`src/rtl/rx_hdr_extract.sv`:
```
// Ingress header extractor: captures dst/src MAC and EtherType, counts frame
// length, and issues one classified descriptor per frame through a one-deep holding register.
module rx_hdr_extract #(
  parameter int unsigned PORT_ID       = 0,
  parameter int unsigned PORT_W        = 2,
  parameter int unsigned LEN_W         = 11,
  parameter int unsigned MIN_FRAME_LEN = 64,
  parameter int unsigned MAX_FRAME_LEN = 1522,
  parameter int unsigned DROP_CNT_W    = 16
) (
  input  logic                  switch_clk,
  input  logic                  switch_rst_n,
  input  logic [7:0]            rx_data_i,
  input  logic                  rx_valid_i,
  input  logic                  rx_last_i,
  input  logic                  rx_error_i,
  output logic                  desc_valid_o,
  input  logic                  desc_ready_i,
  output logic [47:0]           desc_dst_mac_o,
  output logic [47:0]           desc_src_mac_o,
  output logic [15:0]           desc_ethertype_o,
  output logic [LEN_W-1:0]      desc_len_o,
  output logic [PORT_W-1:0]     desc_port_o,
  output logic [2:0]            desc_err_o,
  output logic [DROP_CNT_W-1:0] drop_cnt_o
);

  typedef enum logic [1:0] {S_DST, S_SRC, S_TYPE, S_PAY} state_t;

  localparam logic [LEN_W-1:0] MIN_LEN = LEN_W'(MIN_FRAME_LEN);
  localparam logic [LEN_W-1:0] MAX_LEN = LEN_W'(MAX_FRAME_LEN);

  state_t           state;
  logic [2:0]       idx;
  logic [LEN_W-1:0] cnt;
  logic [47:0]      dst_sh, src_sh;
  logic [15:0]      type_sh;

  logic [47:0]      dst_nx, src_nx;
  logic [15:0]      type_nx;
  logic [LEN_W-1:0] len_nx;
  logic             eof, accept;

  assign eof    = rx_valid_i && rx_last_i;
  assign accept = desc_valid_o && desc_ready_i;

  // Bytes land at their fixed position so that a truncated header leaves
  // the unreceived bytes at zero.
  always_comb begin
    dst_nx  = dst_sh;
    src_nx  = src_sh;
    type_nx = type_sh;
    for (int unsigned i = 0; i < 6; i++) begin
      if (state == S_DST && idx == 3'(i)) dst_nx[8*(5-i) +: 8] = rx_data_i;
      if (state == S_SRC && idx == 3'(i)) src_nx[8*(5-i) +: 8] = rx_data_i;
    end
    for (int unsigned i = 0; i < 2; i++) begin
      if (state == S_TYPE && idx == 3'(i)) type_nx[8*(1-i) +: 8] = rx_data_i;
    end
    len_nx = (cnt == '1) ? cnt : cnt + 1'b1;
  end

  always_ff @(posedge switch_clk or negedge switch_rst_n) begin
    if (!switch_rst_n) begin
      state   <= S_DST;
      idx     <= '0;
      cnt     <= '0;
      dst_sh  <= '0;
      src_sh  <= '0;
      type_sh <= '0;
    end else if (rx_valid_i) begin
      if (rx_last_i) begin
        state   <= S_DST;
        idx     <= '0;
        cnt     <= '0;
        dst_sh  <= '0;
        src_sh  <= '0;
        type_sh <= '0;
      end else begin
        cnt     <= len_nx;
        dst_sh  <= dst_nx;
        src_sh  <= src_nx;
        type_sh <= type_nx;
        unique case (state)
          S_DST: begin
            if (idx == 3'd5) begin
              state <= S_SRC;
              idx   <= '0;
            end else idx <= idx + 1'b1;
          end
          S_SRC: begin
            if (idx == 3'd5) begin
              state <= S_TYPE;
              idx   <= '0;
            end else idx <= idx + 1'b1;
          end
          S_TYPE: begin
            if (idx == 3'd1) begin
              state <= S_PAY;
              idx   <= '0;
            end else idx <= idx + 1'b1;
          end
          S_PAY: idx <= '0;
          default: state <= S_DST;
        endcase
      end
    end
  end

  always_ff @(posedge switch_clk or negedge switch_rst_n) begin
    if (!switch_rst_n) begin
      desc_valid_o     <= 1'b0;
      desc_dst_mac_o   <= '0;
      desc_src_mac_o   <= '0;
      desc_ethertype_o <= '0;
      desc_len_o       <= '0;
      desc_port_o      <= '0;
      desc_err_o       <= '0;
      drop_cnt_o       <= '0;
    end else if (eof && (!desc_valid_o || desc_ready_i)) begin
      desc_valid_o     <= 1'b1;
      desc_dst_mac_o   <= dst_nx;
      desc_src_mac_o   <= src_nx;
      desc_ethertype_o <= type_nx;
      desc_len_o       <= len_nx;
      desc_port_o      <= PORT_W'(PORT_ID);
      desc_err_o       <= {(len_nx > MAX_LEN), (len_nx < MIN_LEN), rx_error_i};
    end else if (eof) begin
      if (drop_cnt_o != '1) drop_cnt_o <= drop_cnt_o + 1'b1;
    end else if (accept) begin
      desc_valid_o <= 1'b0;
    end
  end

endmodule

```
`config.mk`:
```
export PLATFORM = sky130hd
export DESIGN_NAME = rx_hdr_extract
export DESIGN_NICKNAME = d
export VERILOG_FILES = /design/src/rtl/rx_hdr_extract.sv
export SDC_FILE = /design/constraint.sdc
export NUM_CORES = 1
export LEC_CHECK = 0
export BUFFER_PORTS_ARGS = -buffer_cell sky130_fd_sc_hd__buf_2
export CAP_MARGIN = 15
export CORE_MARGIN = 5
export CORE_UTILIZATION = 60
export DETAILED_ROUTE_END_ITERATION = 8
export PLACE_DENSITY = 0.79
export SLEW_MARGIN = 20
export SYNTH_ARGS = -nofsm -noshare
export SYNTH_HDL_FRONTEND = slang
export SYNTH_SLANG_ARGS = --single-unit
```
`constraint.sdc`:
```
create_clock -name switch_clk -period 5.66 [get_ports switch_clk]
set_input_delay 0.566 -clock switch_clk [delete_from_list [all_inputs] [get_ports switch_clk]]
set_output_delay 0.566 -clock switch_clk [all_outputs]
set_load 0.01 [all_outputs]
```
==> results.yml <==
yosys:
  synth_top_area_share_pct: 56.25
  synthCells: 1250
  syn_avg_cell_area_um2: 9.645
  ys_warn_count: 0
  synth_area_leaders: "dfrtp_1 (56%), nand2_1 (8.2%), o21ai_0 (7.1%)"
  yosysTopAreaCell: "dfrtp_1"
  synth_area_mm2: 0.01206
  synthArstFlopShare_pct: 100.0
  ys.flop_type: "dfrtp_1"
  synth_cell_types: 53
  synth_seq_area_share_pct: 56.25
  ys_ff_latch: 271
  yosysMostFrequentCell: "dfrtp_1"
  synth-edff-count: 0
  synthTopCellsByCount: "dfrtp_1 (271), nand2_1 (262), o21ai_0 (172), mux2i_1 (79), clkbuf_1 (62)"
clocking:
  cts_tree: "yes"
  cts_buffer_depth: 3
  cts_setup_buffers: 0
  clk_latency_ns: 0.53
  clkTransAtPathRegs_ns: 0.06
  cts_sinks: 271
  cts-resized-gates: 0
  h-tree-depth: 1
  cts_hold_buf: 0
  clockRootBuffer: "clkbuf_16"
  cts_buffers: 28
timing:
  fin_crit_sh_pct: 46.60
  whs_ns: 0.2295
  relSlewSlack_pct: 28.43
  setup_tns_ns: 0
  hold_violations: 0
  rsz0062_at_grt: "no"
  min_period_ns: 2.637
  fmax_mhz: 379.2
  finalSetupViolations: 0
  fin_skew_ns: 0.006795
  slew_viol_final: 0
  tightest_slew_ns: 1.065
power_and_ir_drop:
  p_int_mw: 3.775
  powerDensity_mw_per_mm2: 378.0
  switching_power_mw: 1.492
  total_power_mw: 5.267
  p_comb_share_pct: 17.5
  seqPwrFrac_pct: 44.5
  switching_share_pct: 28.33
  p_leak_nw: 6.708
  ir_drop_mv: 0.2520
  p_clk_share_pct: 38.0
critical_path:
  worst_path_largest_cell_delay_ns: 0.66
  critPathArrivalTime_ns: 3.09
  critPathSlowestCell: "and3b_1"
  crit_type: "register to register"
  crit_path_end_kind: "register"
  start_kind: "register"
  crit_required_ns: 6.11
  crit_family: "simple AND/OR/NAND/NOR gates"
  cp_max_fo: 12
  worst-path-buf-inv: 1
  path_cells: "inv_1 -> ha_1 -> nor2b_1 -> and3b_1 -> nand2_1 -> o22a_1 -> o22ai_1"
floorplan:
  fp.dieH_um: 151.8
  die_w_um: 151.8
  start_util_pct: 61.34
  ios: 159
  die_area_mm2: 0.02303
  core_area_mm2: 0.01965
  num_rows: 51
global_routing:
  grt_pass1_wl_um: 49770
  antenna_found_initial: 0
  grt_pass1_vias: 9435
  grt_overflow: 0
  track_usage_pct: 27.01
  grtUsageMet3_pct: 4.372
  busiest_layer: "met2"
  grt_max_degree: 141
  met2_usage_pct: 41.60
  grtUsageMet1_pct: 40.12
job:
  drv_cap: 0
finish:
  final_nets: 1375
  area_delta_synth_final_pct: 15.56
  fillers: 1476
  final_util_pct: 70.89
  drive_gt1_share_pct: 16.15
  instances_no_fill: 1640
  antenna_cells: 0
routing:
  drt-initial-drc-count: 956
  vias: 9751
  avgRoutedWirePerCell_um: 18.86
  ant_nets: 0
  drc: 0
  first_pass_iters: 5
  viasPerCell: 5.946
  routed_wl_um: 30940
place:
  place_congestion: 0.8666
  dpl.hpwl_um: 18910
  port_buffers: 156
  dp.cells: 1587
outcome:
  outcome: "complete, no violations"
min_path:
  min_path_type: "input port to register"
worst register-to-register path, cell delays in order, from the launching register on:
cell	delay, ns
dfrtp_1	0.41
inv_1	0.09
ha_1	0.30
nor2b_1	0.36
and3b_1	0.66
nand2_1	0.35
o22a_1	0.27
o22ai_1	0.11
layout make-up:
class / count / area [µm²] / area share [%]
inverter: 58 / 217.7 / 1.563
clock inverter: 12 / 210.2 / 1.509
sequential: 271 / 6782 / 48.68
multi-input combinational: 831 / 4712 / 33.82
clock buffer: 39 / 793.3 / 5.694
timing repair buffer: 164 / 885.9 / 6.358
tap: 265 / 331.6 / 2.380
metrics by stage:
stage / worst slack [ns] / area [µm²]
2_1_floorplan: 3.753 / 12060
3_3_place_gp: 2.632 / 12890
3_5_place_dp: 2.650 / 12890
4_1_cts: 3.024 / 13890
5_1_grt: 2.807 / 13930
6_report: 3.023 / 13930
layer usage:
layer	wire [µm]	share of wire (%)
met1	13180	43
met2	14280	46
met3	2696	8.7
met4	778	2.5
met5	0	0
placed cells by master (no fill, tap or decap), types with 29 or more instances in the layout:
| cell | Yosys | layout |
|---|---|---|
| a31oi_1 | 34 | 34 |
| buf_2 | 13 | 155 |
| clkbuf_16 | 0 | 29 |
| dfrtp_1 | 271 | 271 |
| inv_1 | 58 | 58 |
| mux2i_1 | 79 | 79 |
| nand2_1 | 262 | 262 |
| nor2_1 | 50 | 50 |
| o21ai_0 | 172 | 172 |
| o22ai_1 | 48 | 48 |
sequential cells by signal (all words and copies together), names as in the netlist:
register and count:
desc_dst_mac_o 48, desc_src_mac_o 48, dst_sh 48, src_sh 48, desc_ethertype_o 16, drop_cnt_o 16
type_sh 16, cnt 11, desc_len_o 11, desc_err_o 3, idx 3, state 2
desc_valid_o 1
power by group through the flow:
stage / logic (mW) / registers, mW / clock network (mW)
after floorplan: 0.526 / 2.40 / 0
after global placement: 0.884 / 2.36 / 0
after detailed placement: 0.909 / 2.37 / 0
after CTS: 0.923 / 2.34 / 2.02
after global routing: 1.03 / 2.37 / 2.11
final: 0.923 / 2.34 / 2.00
cell families after synthesis:
family	synth area share (%)
AO/OA/AOI/OAI	16.44
multiplexers	6.652
adder cells (fa/ha/maj)	0.7264
AND/OR/NAND/NOR	13.66
flip-flops	56.25
other	0.03110
buffers and inverters	4.867
XOR/XNOR	1.380
final timing paths:
path                                               startpoint  depth (start not counted)  slack [ns]                       endpoint
worst min register to register  desc_dst_mac_o[2]$_DFFE_PN0P_                          2        0.48  desc_dst_mac_o[2]$_DFFE_PN0P_
worst max-delay path                     state[1]$_DFFE_PN0P_                          7        3.02         src_sh[31]$_DFFE_PN0P_
worst min-delay path                               rx_error_i                          3        0.23      desc_err_o[0]$_DFFE_PN0P_
worst max register to register           state[1]$_DFFE_PN0P_                          7        3.02         src_sh[31]$_DFFE_PN0P_
min in group asynchronous                        switch_rst_n                          2        0.49      desc_len_o[7]$_DFFE_PN0P_
max in group asynchronous                        switch_rst_n                          4        3.65         src_sh[30]$_DFFE_PN0P_
Note: power is estimated with default switching activity, not from simulation.
